File: src/rtl/MD_pkg.sv
// Shared types and sizes for the MD force-evaluation pipeline.
package MD_pkg;

    localparam int unsigned CELL_ID_WIDTH     = 7;
    localparam int unsigned PARTICLE_ID_WIDTH = 8;
    localparam int unsigned NUM_FILTER        = 8;

    typedef logic [31:0] float_data_t;

    typedef struct packed {
        float_data_t x;
        float_data_t y;
        float_data_t z;
    } force_vec_t;

    typedef struct packed {
        force_vec_t                   f;
        logic [CELL_ID_WIDTH-1:0]     cid;
        logic [PARTICLE_ID_WIDTH-1:0] parid;
    } force_packet_t;

    typedef enum logic {
        ST_EMPTY = 1'b0,
        ST_FULL  = 1'b1
    } arb_state_t;

endpackage

File: src/rtl/rr_priority_select.sv
// Combinational round-robin priority select: first set request at or above
// the pointer, wrapping modulo N.
module rr_priority_select #(
    parameter int unsigned N  = 8,
    parameter int unsigned PW = $clog2(N)
) (
    input  logic [N-1:0]  i_req,
    input  logic [PW-1:0] i_ptr,
    output logic [N-1:0]  o_grant,
    output logic [PW-1:0] o_idx,
    output logic          o_any
);

    // Scan from the pointer upward; the first hit wins.
    always_comb begin
        logic [PW-1:0] w_k;
        o_grant = '0;
        o_idx   = '0;
        o_any   = 1'b0;
        w_k     = '0;
        for (int unsigned off = 0; off < N; off++) begin
            w_k = PW'((32'(i_ptr) + off) % N);
            if (!o_any && i_req[w_k]) begin
                o_any      = 1'b1;
                o_idx      = w_k;
                o_grant[w_k] = 1'b1;
            end
        end
    end

endmodule

File: src/rtl/force_reg_arbiter.sv
// Drains the per-filter force registers in round-robin order into a single
// valid/ready stream towards the force cache, pulsing a release per grant.
module force_reg_arbiter
    import MD_pkg::*;
#(
    parameter int unsigned NUM_REGS  = NUM_FILTER,
    parameter int unsigned PTR_WIDTH = $clog2(NUM_REGS)
) (
    input  logic                          clk,
    input  logic                          rst,
    input  logic [NUM_REGS-1:0]           i_reg_valid,
    input  force_packet_t [NUM_REGS-1:0]  i_regs,
    output logic [NUM_REGS-1:0]           o_release_select,
    output logic                          o_force_valid,
    output force_packet_t                 o_force,
    input  logic                          i_force_ready,
    output logic                          o_idle
);

    arb_state_t           r_state;
    arb_state_t           w_state_next;
    force_packet_t        r_force;
    logic [NUM_REGS-1:0]  r_release;
    logic [PTR_WIDTH-1:0] r_ptr;

    logic [NUM_REGS-1:0]  w_eligible;
    logic [NUM_REGS-1:0]  w_grant_oh;
    logic [PTR_WIDTH-1:0] w_grant_idx;
    logic [PTR_WIDTH-1:0] w_ptr_next;
    logic                 w_any;
    logic                 w_load;
    logic                 w_take;

    // A released slot still shows valid during its pulse cycle; mask it.
    assign w_eligible = i_reg_valid & ~r_release;

    rr_priority_select #(
        .N  (NUM_REGS),
        .PW (PTR_WIDTH)
    ) u_select (
        .i_req   (w_eligible),
        .i_ptr   (r_ptr),
        .o_grant (w_grant_oh),
        .o_idx   (w_grant_idx),
        .o_any   (w_any)
    );

    // Next state, load decision and post-grant pointer.
    always_comb begin
        w_state_next = r_state;
        w_load       = (r_state == ST_EMPTY) || i_force_ready;
        w_take       = w_load && w_any;
        w_ptr_next   = (w_grant_idx == PTR_WIDTH'(NUM_REGS - 1)) ? '0
                                                                 : w_grant_idx + PTR_WIDTH'(1);
        if (w_load) begin
            w_state_next = w_any ? ST_FULL : ST_EMPTY;
        end
    end

    // State register.
    always_ff @(posedge clk) begin
        if (rst) begin
            r_state <= ST_EMPTY;
        end else begin
            r_state <= w_state_next;
        end
    end

    // Output packet, release pulse and round-robin pointer.
    always_ff @(posedge clk) begin
        if (rst) begin
            r_force   <= '0;
            r_release <= '0;
            r_ptr     <= '0;
        end else begin
            r_release <= w_take ? w_grant_oh : '0;
            if (w_take) begin
                r_force <= i_regs[w_grant_idx];
                r_ptr   <= w_ptr_next;
            end
        end
    end

    assign o_force          = r_force;
    assign o_force_valid    = (r_state == ST_FULL);
    assign o_release_select = r_release;
    assign o_idle           = (r_state == ST_EMPTY) && (i_reg_valid == '0);

endmodule

File: config.mk
export PLATFORM = sky130hd
export DESIGN_NAME = force_reg_arbiter
export DESIGN_NICKNAME = d
export VERILOG_FILES = /design/src/rtl/MD_pkg.sv /design/src/rtl/rr_priority_select.sv /design/src/rtl/force_reg_arbiter.sv
export SDC_FILE = /design/constraint.sdc
export NUM_CORES = 1
export LEC_CHECK = 0
export BUFFER_PORTS_ARGS = -buffer_cell sky130_fd_sc_hd__buf_2
export CORE_AREA = 2 2 396 398
export DETAILED_ROUTE_END_ITERATION = 6
export DIE_AREA = 0 0 398 400
export GPL_TIMING_DRIVEN = 1
export PLACE_DENSITY = 0.3
export SLEW_MARGIN = 20
export SYNTH_ARGS = -nofsm -noshare
export SYNTH_HDL_FRONTEND = slang
export SYNTH_SLANG_ARGS = --single-unit
File: constraint.sdc
create_clock -name clk -period 8.6 [get_ports clk]
set_input_delay 0.86 -clock clk [delete_from_list [all_inputs] [get_ports clk]]
set_output_delay 0.86 -clock clk [all_outputs]
set_load 0.02 [all_outputs]
==> summary.txt <==
Run status
  – Status: finished, final reports clean

Yosys
  – FFs w/ async S/R, synth: 0
  – Sequential-to-total area share from yosys stat: 0.158
  – EDFF count, synth: 0
  – Synthesized area: 15600 µm²
  – Syn avg cell area: 6.51 µm²
  – Post-synth cell types: 64
  – Top_reg_cell synth: dfxtp_1
  – Synthesized flop and latch total: 123
  – Net count after synthesis: 3296
  – Leading area contributor after synthesis: nand3_1
  – Synth warnings: 0
  – Dominant cells by area after synthesis: nand3_1 18%, dfxtp_1 16%, nand2_1 11%
  – Top cell type's share of synthesized area: 0.179
  – Post-Synthesis Cells: 2390
  – Post-synth top cells: 556 x nand3_1, 465 x nand2_1, 222 x nand4_1, 175 x clkbuf_1, 123 x dfxtp_1
  – Most common cell in the synthesized netlist: nand3_1

STA
  – Slew Limit Fails: 0
  – Hold WS: 618 ps
  – Final setup violating endpoints: 0
  – Final period util: 0.696
  – Slew @ Worst Pin: 1110 ps
  – Setup ws final: 2620 ps
  – Clock Skews: 18.7 ps
  – Fmax: 0.167 GHz
  – Slew headroom: 0.259
  – Period minus WS final: 5980 ps
  – Final hold vios: 0
  – RSZ-0062 raised after global routing: false
  – TNS Setup: 0 ps

Cells and area
  – Non-Filler Instances: 5280
  – Fin nets: 4081
  – Share of layout cells above drive strength 1: 0.357
  – P&R area growth vs syn: 49.1%

Floorplan
  – Row count: 145
  – Die Y: 400 µm
  – CORE AREA: 155000 µm²
  – Total die area: 159000 µm²
  – IO Pins: 1020
  – Die Wd: 398 µm
  – Initial Util: 0.100

Hold path
  – Hold crit path type: reg -> reg

Clock network
  – H-tree Lvls: 4
  – Clock root buffer: clkbuf_16
  – Max clock buf depth: 2
  – Clock Sinks: 123
  – Inserted Clock Buffers: 17
  – Hold Buf Count CTS: 0
  – Clk slew on worst S/H paths: 70 ps
  – Post-CTS Resized: 0
  – Setup Buffers After CTS: 0
  – CTS tree: done
  – Worst-Skew Late Latency: 540 ps

Critical path
  – Worst Setup Path Type: reg -> reg
  – Required time worst endpoint: 9070 ps
  – Flop-to-flop setup slack: 2620 ps
  – R2R cell count: 14
  – CP Capture Point: o_force[62]$_SDFFE_PP0P_
  – Worst-path maximum fanout: 99
  – Crit path DAT: 6450 ps
  – Nature of the critical path startpoint: flop
  – RR Endpoint: o_force[62]$_SDFFE_PP0P_
  – Reg-to-Reg Start: r_ptr[1]$_SDFFE_PP0P_
  – CP startpoint: r_ptr[1]$_SDFFE_PP0P_
  – Worst setup EP type: flop

Placement
  – Worst slack, placed: 2730 ps
  – Placed Cells: 5214
  – RD Place Congestion: 0.910
  – Post-DP HPWL: 115 mm
  – Port Buffers: 1019

Routing
  – DR iter-0 viols: 2267
  – Drt pass-1 iters: 7
  – Total Wirelength: 152 mm
  – DRT antenna net count: 0
  – DR vias/cell: 4.58
  – WL/cell: 28.7 µm
  – Number of remaining DRC errors: 0
  – Vias: 24200

Global route
  – First-pass GRT wire length: 201 mm
  – Vias in the first global route: 23400
  – Initial antenna violation count: 123
  – Pin count of the biggest net entering global routing: 123
  – Total gr overflow: 0
  – GRT Total Usage: 0.181

Power
  – Pwr Density: 560 nW/µm²
  – IR drop worst, VDD: 678 µV
  – Lkg Pwr: 0.0102 µW
  – Total chip power: 13000 µW

Job
  – Max-Cap Viols: 0
==> cell type report <==
cell class,instances,area (µm²)
Antenna cell,36,90.1
Timing Repair Buffer,1060,5620
Tap cell,2058,2570
Inverter,7,38.8
Fill cell,18100,132000
Sequential cell,123,2460
Multi-Input combinational cell,1966,11800
Clock inverter,11,123
Clock buffer,19,453
==> worst min-delay path by stage <==
stage,to,cells past startpoint,slack (ps),startpoint
after floorplan,o_force[88]$_SDFFE_PP0P_,3,660,o_force[88]$_SDFFE_PP0P_
after global placement,o_force[88]$_SDFFE_PP0P_,3,610,o_force[88]$_SDFFE_PP0P_
after global routing,o_force[94]$_SDFFE_PP0P_,4,660,i_regs[649]
after CTS,o_force[35]$_SDFFE_PP0P_,4,610,i_regs[590]
final,o_force[88]$_SDFFE_PP0P_,3,620,o_force[88]$_SDFFE_PP0P_
after detailed placement,o_force[88]$_SDFFE_PP0P_,3,620,o_force[88]$_SDFFE_PP0P_
==> per-layer routing <==
metal,vias to the layer above,share of wire,track usage
met5,-,0.0037,0
met2,1153,0.47,0.296
met4,90,0.035,0.0672
met1,11900,0.41,0.223
met3,288,0.077,0.0542
li1,10700,-,-
==> cells in the final DEF, fill, tap and decap left out, types with 19 or more instances in the layout <==
cell type  Yosys  final
buf_2         97   1018
o211a_1      111    111
dfxtp_1      123    123
nand4_1      222    222
a41oi_1      110    110
mux2i_1       19     19
nor2_1        24     23
nand3_1      556    556
a31oi_1      111    110
nand2_1      465    462
o21bai_1     110    110
diode_2        0     36
buf_4          6     25
and3_1       110    110
==> cells by family (layout without fill, tap and decap cells) <==
family | count (synthesis) | in the layout | share of synthesized area
buf+inv | 301 | 1097 | 0.0866
other cells | 0 | 36 | 0
flops | 123 | 123 | 0.158
xor+xnor | 4 | 4 | 0.00273
fa+ha+maj | 7 | 7 | 0.00563
mux | 43 | 43 | 0.0419
compound gates | 488 | 488 | 0.255
simple gates | 1424 | 1424 | 0.450
==> report_power, final <==
group          total, µW  switching [µW]  internal [µW]  leakage (µW)
registers           1020             188            837       0.00102
clock network        844             406            438      0.000285
logic              11100            8050           3080       0.00891
total              13000            8640           4360        0.0102
==> critical path, cell delays in order (launching register included) <==
cell,delay [ps]
dfxtp_1,830
inv_2,250
ha_1,550
inv_1,430
nor2_1,120
a222oi_1,380
buf_4,230
a2bb2oi_1,320
o31a_2,250
buf_12,410
buf_4,540
buf_4,460
nand3_1,130
a41oi_1,540
o211a_1,230
==> per-stage QoR <==
step	util	area, µm²
finish	0.150	23200
floorplan	-	15600
CTS	0.149	23100
detailed placement	0.145	22500
global route	0.149	23200
global placement	0.145	22500
==> flip-flops by register name (all words and copies together) (netlist names) <==
signal,flops
o_force,111
o_release_select,8
r_ptr,3
o_force_valid,1
Note: power is estimated with default switching activity, not from simulation.
